===== src/rtl/host_output_scheduler_pkg.sv =====
// hos_pkg: shared descriptor width, class indices and FSM encodings for the host output scheduler
package hos_pkg;
  localparam int DESC_W = 13;
  localparam int TS = 0;
  localparam int RC = 1;
  localparam int BE = 2;
  typedef logic [DESC_W-1:0] desc_t;
  typedef enum logic [1:0] {IDLE = 2'd0, ISSUE = 2'd1, WAIT = 2'd2} hos_state_e;
endpackage


===== src/rtl/host_output_scheduler_if.sv =====
// hos_if: requester write ports and host_tx issue handshake of the scheduler
interface hos_if;
  import hos_pkg::*;
  desc_t iv_ts_descriptor;
  logic i_ts_descriptor_wr;
  desc_t iv_rc_descriptor;
  logic i_rc_descriptor_wr;
  desc_t iv_be_descriptor;
  logic i_be_descriptor_wr;
  logic i_pkt_descriptor_ready;
  desc_t ov_pkt_descriptor;
  logic o_pkt_descriptor_wr;
  logic [2:0] ov_overflow_pulse;
  logic [2:0] ov_queue_empty;
  logic [1:0] hos_state;
  modport slave (
    input iv_ts_descriptor, i_ts_descriptor_wr, iv_rc_descriptor, i_rc_descriptor_wr,
    input iv_be_descriptor, i_be_descriptor_wr, i_pkt_descriptor_ready,
    output ov_pkt_descriptor, o_pkt_descriptor_wr, ov_overflow_pulse, ov_queue_empty, hos_state
  );
  modport master (
    output iv_ts_descriptor, i_ts_descriptor_wr, iv_rc_descriptor, i_rc_descriptor_wr,
    output iv_be_descriptor, i_be_descriptor_wr, i_pkt_descriptor_ready,
    input ov_pkt_descriptor, o_pkt_descriptor_wr, ov_overflow_pulse, ov_queue_empty, hos_state
  );
endinterface


===== src/rtl/host_output_scheduler_fifo.sv =====
// host_desc_fifo: DEPTH x descriptor FIFO with registered count/empty and a one-cycle drop pulse
module host_desc_fifo
  import hos_pkg::*;
#(
  parameter int DEPTH = 8
) (
  input  logic  clk,
  input  logic  rst_n,
  input  logic  wr_i,
  input  desc_t din_i,
  input  logic  pop_i,
  output desc_t head_o,
  output logic  empty_o,
  output logic  drop_o
);
  localparam int AW = $clog2(DEPTH);
  desc_t mem_q [DEPTH];
  logic [AW-1:0] wp_q, rp_q;
  logic [AW:0] cnt_q, cnt_d;
  logic empty_q, drop_q, push;
  // full is judged on the registered count, so a same-cycle pop never frees a slot
  assign push = wr_i && cnt_q != (AW+1)'(DEPTH);
  assign cnt_d = cnt_q + (AW+1)'(push) - (AW+1)'(pop_i);
  always_ff @(posedge clk) begin
    if (!rst_n) begin
      wp_q <= '0;
      rp_q <= '0;
      cnt_q <= '0;
      empty_q <= 1'b1;
      drop_q <= 1'b0;
    end else begin
      if (push) wp_q <= wp_q + AW'(1);
      if (pop_i) rp_q <= rp_q + AW'(1);
      cnt_q <= cnt_d;
      empty_q <= cnt_d == '0;
      drop_q <= wr_i && !push;
    end
  end
  always_ff @(posedge clk) if (push) mem_q[wp_q] <= din_i;
  assign head_o = mem_q[rp_q];
  assign empty_o = empty_q;
  assign drop_o = drop_q;
endmodule


===== src/rtl/host_output_scheduler.sv =====
// host_output_scheduler: strict-priority TS>RC>BE descriptor issue to host_tx with BE anti-starvation
module host_output_scheduler
  import hos_pkg::*;
#(
  parameter int DEPTH = 8,
  parameter int BE_STARVE_MAX = 16
) (
  input logic i_clk,
  input logic i_rst_n,
  hos_if.slave bus
);
  localparam int SW = $clog2(BE_STARVE_MAX);
  hos_state_e state_q, state_d;
  desc_t desc_q, desc_d;
  logic [SW-1:0] starve_cnt_q, starve_cnt_d;
  logic [2:0] wr, pop, empty, drop, gnt;
  desc_t din [3];
  desc_t head [3];
  logic be_force, fire;
  assign wr = {bus.i_be_descriptor_wr, bus.i_rc_descriptor_wr, bus.i_ts_descriptor_wr};
  assign din[TS] = bus.iv_ts_descriptor;
  assign din[RC] = bus.iv_rc_descriptor;
  assign din[BE] = bus.iv_be_descriptor;
  for (genvar c = 0; c < 3; c++) begin : g_q
    host_desc_fifo #(.DEPTH(DEPTH)) u_fifo (
      .clk(i_clk), .rst_n(i_rst_n), .wr_i(wr[c]), .din_i(din[c]), .pop_i(pop[c]),
      .head_o(head[c]), .empty_o(empty[c]), .drop_o(drop[c])
    );
  end
  assign be_force = !empty[BE] && starve_cnt_q == SW'(BE_STARVE_MAX - 1);
  assign gnt = be_force ? 3'b100 : !empty[TS] ? 3'b001 : !empty[RC] ? 3'b010 :
               !empty[BE] ? 3'b100 : 3'b000;
  assign fire = state_q == IDLE && bus.i_pkt_descriptor_ready && gnt != 3'b000;
  assign pop = fire ? gnt : 3'b000;
  assign desc_d = !fire ? desc_q : gnt[TS] ? head[TS] : gnt[RC] ? head[RC] : head[BE];
  // saturates so a held-off BE keeps its forced grant instead of wrapping to zero
  assign starve_cnt_d = (empty[BE] || pop[BE]) ? '0 :
                        ((pop[TS] || pop[RC]) && starve_cnt_q != SW'(BE_STARVE_MAX - 1)) ?
                        starve_cnt_q + SW'(1) : starve_cnt_q;
  always_ff @(posedge i_clk) begin
    if (!i_rst_n) begin
      state_q <= IDLE;
      desc_q <= '0;
      starve_cnt_q <= '0;
    end else begin
      state_q <= state_d;
      desc_q <= desc_d;
      starve_cnt_q <= starve_cnt_d;
    end
  end
  always_comb begin
    state_d = IDLE;
    case (state_q)
      IDLE:    state_d = fire ? ISSUE : IDLE;
      ISSUE:   state_d = WAIT;
      WAIT:    state_d = bus.i_pkt_descriptor_ready ? WAIT : IDLE;
      default: state_d = IDLE;
    endcase
  end
  always_comb begin
    bus.o_pkt_descriptor_wr = state_q == ISSUE;
    bus.ov_pkt_descriptor = desc_q;
    bus.ov_overflow_pulse = drop;
    bus.ov_queue_empty = empty;
    bus.hos_state = state_q;
  end
endmodule


===== src/flat_wrapper.sv =====
// flat-port wrapper written by rule: the top's interface ports become plain ports
module host_output_scheduler_flat import hos_pkg::*;
#(
  parameter int DEPTH = 8,
  parameter int BE_STARVE_MAX = 16
)
  (i_clk, i_rst_n, bus_iv_ts_descriptor, bus_i_ts_descriptor_wr, bus_iv_rc_descriptor, bus_i_rc_descriptor_wr, bus_iv_be_descriptor, bus_i_be_descriptor_wr, bus_i_pkt_descriptor_ready, bus_ov_pkt_descriptor, bus_o_pkt_descriptor_wr, bus_ov_overflow_pulse, bus_ov_queue_empty, bus_hos_state);
  hos_if bus_i ();
  input logic i_clk;
  input logic i_rst_n;
  input wire logic [$bits(bus_i.iv_ts_descriptor)-1:0] bus_iv_ts_descriptor;
  input wire logic [$bits(bus_i.i_ts_descriptor_wr)-1:0] bus_i_ts_descriptor_wr;
  input wire logic [$bits(bus_i.iv_rc_descriptor)-1:0] bus_iv_rc_descriptor;
  input wire logic [$bits(bus_i.i_rc_descriptor_wr)-1:0] bus_i_rc_descriptor_wr;
  input wire logic [$bits(bus_i.iv_be_descriptor)-1:0] bus_iv_be_descriptor;
  input wire logic [$bits(bus_i.i_be_descriptor_wr)-1:0] bus_i_be_descriptor_wr;
  input wire logic [$bits(bus_i.i_pkt_descriptor_ready)-1:0] bus_i_pkt_descriptor_ready;
  output wire logic [$bits(bus_i.ov_pkt_descriptor)-1:0] bus_ov_pkt_descriptor;
  output wire logic [$bits(bus_i.o_pkt_descriptor_wr)-1:0] bus_o_pkt_descriptor_wr;
  output wire logic [$bits(bus_i.ov_overflow_pulse)-1:0] bus_ov_overflow_pulse;
  output wire logic [$bits(bus_i.ov_queue_empty)-1:0] bus_ov_queue_empty;
  output wire logic [$bits(bus_i.hos_state)-1:0] bus_hos_state;
  assign bus_i.iv_ts_descriptor = bus_iv_ts_descriptor;
  assign bus_i.i_ts_descriptor_wr = bus_i_ts_descriptor_wr;
  assign bus_i.iv_rc_descriptor = bus_iv_rc_descriptor;
  assign bus_i.i_rc_descriptor_wr = bus_i_rc_descriptor_wr;
  assign bus_i.iv_be_descriptor = bus_iv_be_descriptor;
  assign bus_i.i_be_descriptor_wr = bus_i_be_descriptor_wr;
  assign bus_i.i_pkt_descriptor_ready = bus_i_pkt_descriptor_ready;
  assign bus_ov_pkt_descriptor = bus_i.ov_pkt_descriptor;
  assign bus_o_pkt_descriptor_wr = bus_i.o_pkt_descriptor_wr;
  assign bus_ov_overflow_pulse = bus_i.ov_overflow_pulse;
  assign bus_ov_queue_empty = bus_i.ov_queue_empty;
  assign bus_hos_state = bus_i.hos_state;
  host_output_scheduler #(.DEPTH(DEPTH), .BE_STARVE_MAX(BE_STARVE_MAX)) u_core (.i_clk(i_clk), .i_rst_n(i_rst_n), .bus(bus_i));
endmodule

===== config.mk =====
export PLATFORM = sky130hd
export DESIGN_NAME = host_output_scheduler_flat
export DESIGN_NICKNAME = d
export VERILOG_FILES = /design/src/rtl/host_output_scheduler_pkg.sv /design/src/rtl/host_output_scheduler_if.sv /design/src/rtl/host_output_scheduler_fifo.sv /design/src/rtl/host_output_scheduler.sv /design/src/flat_wrapper.sv
export SDC_FILE = /design/constraint.sdc
export NUM_CORES = 1
export LEC_CHECK = 0
export CAP_MARGIN = 15
export CORE_MARGIN = 5
export CORE_UTILIZATION = 60
export CTS_CLUSTER_SIZE = 14
export DETAILED_ROUTE_END_ITERATION = 8
export HOLD_SLACK_MARGIN = 0.15
export PLACE_DENSITY = 0.79
export SYNTH_ARGS = -nofsm -noshare
export SYNTH_HDL_FRONTEND = slang
export SYNTH_HIERARCHICAL = 1
export SYNTH_SLANG_ARGS = --single-unit

===== constraint.sdc =====
create_clock -name i_clk -period 3.9 [get_ports i_clk]
set_clock_uncertainty 0.2 [all_clocks]
set_input_delay 0.78 -clock i_clk [delete_from_list [all_inputs] [get_ports i_clk]]
set_output_delay 0.78 -clock i_clk [all_outputs]
set_load 0.05 [all_outputs]

-- Word level (Yosys, flattened, before mapping)
Memory sizes are Yosys's and may differ from the RTL's. A register that Yosys moved wholly into a read port is not among the register bits.
Index checks and enable logic that the tools add are counted.
W data, S select, Z words.
- reductions and logical operators: 22
- muxes and demuxes: 22
- eq/ne operators: 7
- bitwise gates (word level): 1
- $add $sub $neg: 13
- operators with widths (kind ; number):
    $mux W3 ; 11
    $mux W13 ; 2
    $add A3 B1 Y3 const B ; 6
    $ne A4 B4 Y1 const B ; 4
    $add A4 B1 Y4 ; 3
    $logic_not A4 Y1 ; 3
    $sub A4 B1 Y4 ; 3
    $logic_and A1 B1 Y1 ; 10
    $mux W1 ; 7
    $pmux W2 S3 ; 1
    $add A4 B1 Y4 const B ; 1
    $eq A4 B4 Y1 const B ; 1
    $logic_not A1 Y1 ; 4
    $reduce_bool A3 Y1 ; 1
    $eq A2 B1 Y1 const B ; 1
    $eq A2 B2 Y1 const B ; 1
    $logic_not A2 Y1 ; 1
    $logic_or A1 B1 Y1 ; 2
    $mux W2 ; 1
    $reduce_or A2 Y1 ; 1
    $not A1 Y1 ; 1
- memories: 3
- output and inout bits: 22
- bits in writable memories: 312
- input bits: 45
- flip-flop bits (word level): 55
- memories (name ; depth ; width ; rd ports ; clocked after Yosys merged registers in ; wr ports ; line ; RTL):
    u_core.g_q[0].u_fifo.mem_q ; 8 ; 13 ; 1 ; 1 ; 1 ; host_output_scheduler_fifo.sv:17 ; desc_t mem_q [DEPTH];
    u_core.g_q[1].u_fifo.mem_q ; 8 ; 13 ; 1 ; 1 ; 1 ; host_output_scheduler_fifo.sv:17 ;
    u_core.g_q[2].u_fifo.mem_q ; 8 ; 13 ; 1 ; 1 ; 1 ; host_output_scheduler_fifo.sv:17 ;

-- Longest topological paths before layout
Gate-level depths: netlist (run 1).
- word-level depth: 9
- gate-level depth with buffers: 12
- mapped depth without buffers: 11

-- Hierarchy
The synthesis (run 1) kept the hierarchy.
- by module, submodules not included (module ; area each (µm²) ; seq. area each (µm²) ; cells an instance ; instances):
    host_desc_fifo ; 4710.8 ; 3423.3 ; 229 ; 3
    host_output_scheduler ; 1067.3 ; 380.4 ; 109 ; 1

-- Least setup slack after synthesis (run 1)
Ideal clock, no wire load.
- path type: input to register
- start: in bus_i_pkt_descriptor_ready
- end: reg u_core.g_q[2].u_fifo.empty_q
- arrival: 2.873 ns
- buffers on the path: 0
- stages on the path: 10
- slack: 0.748 ns
- cells stage by stage: nor3b_4 a21bo_2 nor2_1 ha_1 inv_1 ha_1 fa_1 nor3_1 nand4_1 o211ai_1
- cells in the longest elaborated chain, start to end: 5
- ends and longest elaborated chain (element ; line ; RTL):
    start: declaration ; flat_wrapper.sv:17 ; input wire logic [$bits(bus_i.i_pkt_descriptor_ready)-1:0] bus_i_pkt_descriptor_ready;
    $logic_and A1 B1 Y1 (2 in series) ; host_output_scheduler.sv:33 ; assign fire = state_q == IDLE && bus.i_pkt_descriptor_ready && gnt != 3'b000;
    $mux W3 ; host_output_scheduler.sv:34 ; assign pop = fire ? gnt : 3'b000;
    net u_core.pop[2] ; host_output_scheduler.sv:16 ; logic [2:0] wr, pop, empty, drop, gnt;
    $sub A4 B1 Y4 ; host_output_scheduler_fifo.sv:23 ; assign cnt_d = cnt_q + (AW+1)'(push) - (AW+1)'(pop_i);
    net u_core.g_q[2].u_fifo.cnt_d[1] ; host_output_scheduler_fifo.sv:19 ; logic [AW:0] cnt_q, cnt_d;
    $logic_not A4 Y1 ; host_output_scheduler_fifo.sv:35 ; empty_q <= cnt_d == '0;
    end signal: assignment ; host_output_scheduler_fifo.sv:29 ; empty_q <= 1'b1;
    end signal: assignment ; host_output_scheduler_fifo.sv:35 ;
    end: declaration ; host_output_scheduler_fifo.sv:20 ; logic empty_q, drop_q, push;
The timed path passes the listed nets, and every way through them passes these cells.
A chain may end at the register's enable or synchronous reset.

-- Worst setup path after layout (run 1)
Ends and elaborated chain as after synthesis.

==> results of run 1 <==
[power groups by stage]
| stage | Clock (mW) | Sequential, mW | Combinational, mW |
|---|---|---|---|
| final | 3.53 | 4.86 | 2.35 |
| after global placement | 0 | 4.92 | 2.18 |
| after global routing | 3.78 | 4.89 | 2.51 |
| after CTS | 3.59 | 4.87 | 2.33 |
| after floorplan | 0 | 5.12 | 1.43 |
| after detailed placement | 0 | 4.95 | 2.31 |
[per-layer routing]
metal | GRT usage, % | part of all wire (%) | vias up
met5 | 0 | 0.043 | -
met4 | 5.95 | 2.2 | 2
met3 | 3.70 | 5.5 | 57
met2 | 37.7 | 53 | 266
met1 | 27.4 | 39 | 3946
li1 | - | - | 3457
[logic make-up after synthesis]
family | Yosys count
AOI/OAI and AO/OA | 50
xor gates and xnor gates | 11
adders and majority gates | 25
buffers and inverters | 56
DFF | 376
muxes | 137
and+or+nand+nor | 141
[layout by cell type (no fill, tap or decap), types with 4 or more instances in the layout]
cell type and n:
a211oi_1 4, a21bo_2 4, a21boi_0 6, a21oi_1 9, and2_1 6, and3_1 4
buf_4 35, clkbuf_1 7, clkbuf_16 39, clkbuf_8 4, clkdlybuf4s50_1 66, clkinv_1 5
clkinv_2 4, dfxtp_1 64, edfxtp_1 312, ha_1 22, inv_1 28, mux2_2 39
mux2i_1 20, mux4_1 72, mux4_2 6, nand2_1 30, nand2b_1 9, nand3_1 15
nand3b_1 4, nand4_1 4, nor2_1 46, nor3_1 10, o21a_1 4, o221ai_2 10
xnor2_1 6, xor2_1 5
[through the flow]
stage	cell area (um^2)	std cells
after CTS	17600	1265
final	17600	1267
after floorplan	15200	796
after detailed placement	16300	1199
after global routing	17600	1267
after global placement	16300	1199
[sequential cells by signal (all words and copies together), names as in the netlist, named ones only]
signal and flops:
u_core/g_q.u_fifo/mem_q 312, u_core/bus.ov_pkt_descriptor 13, u_core/g_q.u_fifo/cnt_q 12, u_core/g_q.u_fifo/rp_q 9, u_core/g_q.u_fifo/wp_q 9, u_core/starve_cnt_q 4, u_core/g_q.u_fifo/drop_o 3, u_core/g_q.u_fifo/empty_o 3
u_core/bus.hos_state 2
[worst register-to-register path, delay by kind of cell (launching register included)]
| kind | cells | cell delay [ns] |
|---|---|---|
| buffers and inverters | 1 | 0.04 |
| AND/OR/NAND/NOR | 3 | 0.40 |
| XOR/XNOR | 1 | 0.25 |
| adder cells (fa/ha/maj) | 4 | 1.10 |
| AO/OA/AOI/OAI | 2 | 0.47 |
| flip-flops | 1 | 0.36 |
[cell type report]
type,count,share of cell area (%)
Timing Repair Buffer,102,5.40
Clock buffer,50,6.01
Inverter,28,0.597
Multi-Input combinational cell,364,24.2
Tap cell,330,2.35
Antenna cell,1,0.0142
Sequential cell,376,60.5
Clock inverter,16,0.931
[how the worst max path moves through the flow]
stage	startpoint	slack [ns]	end	cells past startpoint
after global routing	bus_i_pkt_descriptor_ready	0.65	u_core/g_q[1].u_fifo/empty_o	11
final	bus_i_pkt_descriptor_ready	0.82	u_core/g_q[2].u_fifo/empty_o	11
after CTS	bus_i_pkt_descriptor_ready	0.84	u_core/g_q[1].u_fifo/empty_o	11
after global placement	bus_i_pkt_descriptor_ready	0.39	u_core/g_q[2].u_fifo/empty_o	11
after detailed placement	bus_i_pkt_descriptor_ready	0.32	u_core/g_q[1].u_fifo/empty_o	11
after floorplan	bus_i_pkt_descriptor_ready	0.75	u_core/g_q[2].u_fifo/empty_o	10
==> results.json, run 1 <==
{
  "status": "finished clean",
  "wire_per_inst_um": 23.9,
  "yosysTopAreaCellShare_pct": 61.6,
  "cts_sinks": 376,
  "internal_power_mw": 7.80,
  "crit_top_cell": "ha_1",
  "synth_xor_area_share_pct": 0.634,
  "rsz0062_at_grt": "no",
  "async_flop_share_pct": 0,
  "start_util_pct": 60.7,
  "hp-class": "flip-flop to flip-flop",
  "synth_compound_area_share_pct": 2.96,
  "yosysMostFrequentCell": "edfxtp_1",
  "tns_ns": 0,
  "pwr-share-comb_pct": 21.8,
  "critPathTopFamily": "adder cells",
  "yosysWarnings": 6,
  "crit_type": "input pin to flip-flop",
  "grt_pass1_vias": 8036,
  "grt_overflow": 0,
  "place.detailed.hpwl_mm": 18.7,
  "timing.rr.end": "u_core/g_q[0].u_fifo/empty_o",
  "grt_antenna_before_repair": 2,
  "portBuffers": 66,
  "row_count": 58,
  "cts_tree": "built",
  "clkSlewWorstSetupHoldPaths_ns": 0.06,
  "finalCoreUtilization_pct": 70.3,
  "synth_fa_ha_area_share_pct": 2.21,
  "max_stage_delay_ns": 0.48,
  "slew_viol_final": 0,
  "p_seq_share_pct": 45.3,
  "setup_violations": 0,
  "swShare_pct": 27.3,
  "fmax_mhz": 325,
  "htree_levels": 2,
  "synth-edff-count": 312,
  "die_w_um": 169,
  "finalPower_mw": 10.7,
  "postRouteAntennaNets": 0,
  "rrSetupSlack_ns": 0.99,
  "grt_pass1_wl_mm": 46.2,
  "period_share_pct": 78.9,
  "min_from": "u_core/bus.ov_pkt_descriptor[5]",
  "hold_viol": 0,
  "timing.hold.ws_ns": 0.292,
  "path_max_fanout": 3,
  "nets": 980,
  "grt_max_degree": 29,
  "syn_to_final_growth_pct": 15.8,
  "cts_resized": 0,
  "required_ns": 4.13,
  "maxCapViolCount": 0,
  "ys.flop_type": "edfxtp_1",
  "avgViaCountPerCell": 6.10,
  "routed_wl_mm": 30.2,
  "irDropWorstVdd_uv": 357,
  "place_congestion": 0.794,
  "rr_worst_depth": 11,
  "worstMarginPinSlew_ns": 1.13,
  "min_delay_path_depth": 2,
  "relSlewSlack_pct": 24.4,
  "power_density_nw_per_um2": 610,
  "power_frac_clock_pct": 32.8,
  "drt_pass1_iterations": 5,
  "multi_input_area_um2": 4250,
  "postCtsSetupBuffers": 0,
  "fin_ws_ns": 0.822,
  "cpMaxStageDelayCell": "clkdlybuf4s50_1",
  "synth_cells": 796,
  "cp-start-kind": "input pin",
  "die_h_um": 169,
  "post-route-drc-count": 0,
  "power.leakage_nw": 6.04,
  "drive_gt1_share_pct": 17.1,
  "syn_area_per_cell_um2": 19.1,
  "mappedNetlistArea_um2": 15200,
  "synthMuxAreaShare_pct": 17.5,
  "dieArea_um2": 28600,
  "vias": 7728,
  "synth_cell_types": 46,
  "synth_seq_cells": 376,
  "regArea_um2": 10700,
  "grt.total_usage_pct": 21.3,
  "numCtsBuffers": 38,
  "end_kind": "flip-flop",
  "rr_startpoint": "u_core/starve_cnt_q[0]",
  "synthSimpleGateAreaFrac_pct": 4.59,
  "synth_top_cell_by_area": "edfxtp_1",
  "synth_common_cells": "edfxtp_1, mux4_1, dfxtp_1",
  "clk_latency_ns": 0.51,
  "syn_nets": 866,
  "ios": 67,
  "synth_area_leaders": "edfxtp_1, mux4_1, dfxtp_1",
  "timing.final.crit_period_ns": 3.08,
  "clockBufferDepth": 3,
  "cts_hold_buf": 0,
  "n_fill_cell": 1508,
  "pre_cts_ws_ns": 0.324,
  "crit_arrival_ns": 3.31,
  "cts_root_buffer": "clkbuf_16",
  "switchingPower_mw": 2.93,
  "core_um2": 25000,
  "worstHoldEndpoint": "u_core/bus.ov_pkt_descriptor[5]",
  "dr.first_iter.drc_count": 581,
  "cp_cell_sequence": "clkdlybuf4s50_1, nor3b_4, a21bo_2, nor2_1, ha_1, inv_1, ha_1, fa_1, nor3_1, nand4_1, o211ai_1",
  "seq_area_frac_synth_pct": 70.1,
  "path_buf_inv": 2,
  "synth_top_family_by_area": "multiplexers"
}
Power figures use the tool's default switching activity.
==> run 2, diff against run 1 <==
--- a/config.mk
+++ b/config.mk
@@ -7,11 +7,11 @@
 export LEC_CHECK = 0
 export CAP_MARGIN = 15
 export CORE_MARGIN = 5
-export CORE_UTILIZATION = 60
+export CORE_UTILIZATION = 54
 export CTS_CLUSTER_SIZE = 14
 export DETAILED_ROUTE_END_ITERATION = 8
 export HOLD_SLACK_MARGIN = 0.15
-export PLACE_DENSITY = 0.79
+export PLACE_DENSITY = 0.75
 export SYNTH_ARGS = -nofsm -noshare
 export SYNTH_HDL_FRONTEND = slang
 export SYNTH_HIERARCHICAL = 1
==> constraint.sdc (replaced) <==
create_clock -name i_clk -period 2.63 [get_ports i_clk]
set_clock_uncertainty 0.2 [all_clocks]
set_input_delay 0.526 -clock i_clk [delete_from_list [all_inputs] [get_ports i_clk]]
set_output_delay 0.526 -clock i_clk [all_outputs]
set_load 0.05 [all_outputs]
==> results.json, run 2 (synthesized netlist as in run 1, its figures left out) <==
{
  "status": "finished clean",
  "crit_top_cell": "ha_1",
  "hold_viol": 0,
  "grt_pass1_vias": 7654,
  "internal_power_mw": 12.2,
  "final_common_cell": "edfxtp_1",
  "postRouteAntennaNets": 0,
  "slew_viol_final": 0,
  "grt.total_usage_pct": 18.0,
  "cts_tree": "built",
  "cp-start-kind": "flip-flop",
  "fmax_mhz": 395,
  "path_max_fanout": 3,
  "core_um2": 27800,
  "switchingPower_mw": 4.45,
  "row_count": 61,
  "clk_latency_ns": 0.52,
  "grt_antenna_before_repair": 5,
  "place_area_um2": 16700,
  "finalPower_mw": 16.6,
  "grt_pass1_wl_mm": 43.2,
  "swShare_pct": 26.8,
  "pwr-share-comb_pct": 23.1,
  "vias": 7565,
  "nets": 1002,
  "cp_cell_sequence": "inv_1, ha_1, or3b_4, nand2_1, ha_1, inv_2, ha_4, fa_1, nor2_1, nand3_1, o211ai_1",
  "cts_hold_buf": 0,
  "final_cell_mix": "edfxtp_1, mux4_1, clkdlybuf4s50_1, dfxtp_1, buf_4",
  "drive_gt1_share_pct": 22.8,
  "power.leakage_nw": 6.24,
  "period_share_pct": 96.3,
  "avgViaCountPerCell": 5.65,
  "largest_reg_flops": 312,
  "grt_overflow": 0,
  "die_h_um": 178,
  "relSlewSlack_pct": 25.4,
  "numCtsBuffers": 39,
  "place_congestion": 0.783,
  "placed_cells": 1266,
  "routed_wl_mm": 28.2,
  "required_ns": 2.86,
  "crit_type": "flip-flop to flip-flop",
  "clockBufferDepth": 3,
  "end_kind": "flip-flop",
  "finalNonFillerCells": 1340,
  "timing.hold.ws_ns": 0.278,
  "cts_sinks": 376,
  "syn_to_final_growth_pct": 19.6,
  "crit_arrival_ns": 2.76,
  "grt_max_degree": 28,
  "htree_levels": 2,
  "wire_per_inst_um": 21.1,
  "place.detailed.hpwl_mm": 17.7,
  "top_register": "u_core/g_q.u_fifo/mem_q",
  "portBuffers": 66,
  "setup_violations": 0,
  "post-route-drc-count": 0,
  "ios": 67,
  "final_cell_area_um2": 18200,
  "power_frac_clock_pct": 33.5,
  "worstMarginPinSlew_ns": 1.12,
  "clkSlewWorstSetupHoldPaths_ns": 0.06,
  "irDropWorstVdd_uv": 688,
  "dieArea_um2": 31600,
  "dr.first_iter.drc_count": 482,
  "timing.final.crit_period_ns": 2.53,
  "power_density_nw_per_um2": 914,
  "maxCapViolCount": 0,
  "max_stage_delay_ns": 0.44,
  "start_util_pct": 54.7,
  "die_w_um": 178,
  "n_fill_cell": 1857,
  "p_seq_share_pct": 43.5,
  "hp-class": "flip-flop to flip-flop",
  "drt_pass1_iterations": 5,
  "cts_root_buffer": "clkbuf_16",
  "cpMaxStageDelayCell": "fa_1"
}
[run 2: final cells by class]
type | count | area (um^2) | area share, %
Sequential cell | 376 | 10700 | 58.7
Inverter | 28 | 105 | 0.578
Timing Repair Buffer | 123 | 1170 | 6.46
Clock inverter | 19 | 231 | 1.27
Antenna cell | 2 | 5.00 | 0.0275
Clock buffer | 50 | 1080 | 5.94
Tap cell | 378 | 473 | 2.60
Multi-Input combinational cell | 364 | 4440 | 24.4
[run 2: path summary, 6_finish.rpt]
path / startpoint / to / slack, ns / cells after the start
setup / recovery: u_core/g_q[2].u_fifo/cnt_q[2] / u_core/g_q[2].u_fifo/empty_o / 0.1 / 11
setup reg to reg: u_core/g_q[2].u_fifo/cnt_q[2] / u_core/g_q[2].u_fifo/empty_o / 0.1 / 11
hold / removal: u_core/bus.ov_pkt_descriptor[0] / u_core/bus.ov_pkt_descriptor[0] / 0.28 / 2
hold reg to reg: u_core/bus.ov_pkt_descriptor[0] / u_core/bus.ov_pkt_descriptor[0] / 0.28 / 2
[run 2: worst max-delay path, delay by kind of cell, from the launching register on]
kind | cells | cell delay, ns
adder cells (fa/ha/maj) | 4 | 0.95
AND/OR/NAND/NOR | 4 | 0.68
flip-flops | 1 | 0.30
buffers and inverters | 2 | 0.16
AO/OA/AOI/OAI | 1 | 0.15
[run 2: per-stage QoR]
step	setup WS (ns)	setup TNS (ns)	utilization, %
after CTS	0.00358	0	65.1
after global placement	-0.498	-4.19	60.2
final	0.0982	0	65.4
after detailed placement	-0.552	-4.68	60.2
after global routing	-0.00999	-0.00999	65.4
after floorplan	-0.0654	-0.175	-
[run 2: metal layers]
metal / vias to the layer above / GRT usage (%) / share of wire (%)
met4: 6 / 5.25 / 1.9
li1: 3502 / - / -
met3: 46 / 3.26 / 4.9
met1: 3837 / 23.8 / 42
met2: 174 / 30.9 / 51
met5: - / 0 / 0.13
[run 2: what timing repair did]
item / in CTS / in global routing
setup buffers: 0 / 3
resized for setup: 9 / 17
endpoints found under the setup margin: 5 / 5
cloned: 0 / 0
pin swaps: 5 / 14
[run 2: power by group through the flow]
| stage | clock network, mW | logic [mW] | registers (mW) |
|---|---|---|---|
| finish | 5.56 | 3.83 | 7.22 |
| global route | 5.93 | 4.12 | 7.27 |
| CTS | 5.69 | 3.73 | 7.22 |
| detailed placement | 0 | 3.66 | 7.33 |
| global placement | 0 | 3.57 | 7.31 |
| floorplan | 0 | 2.21 | 7.62 |
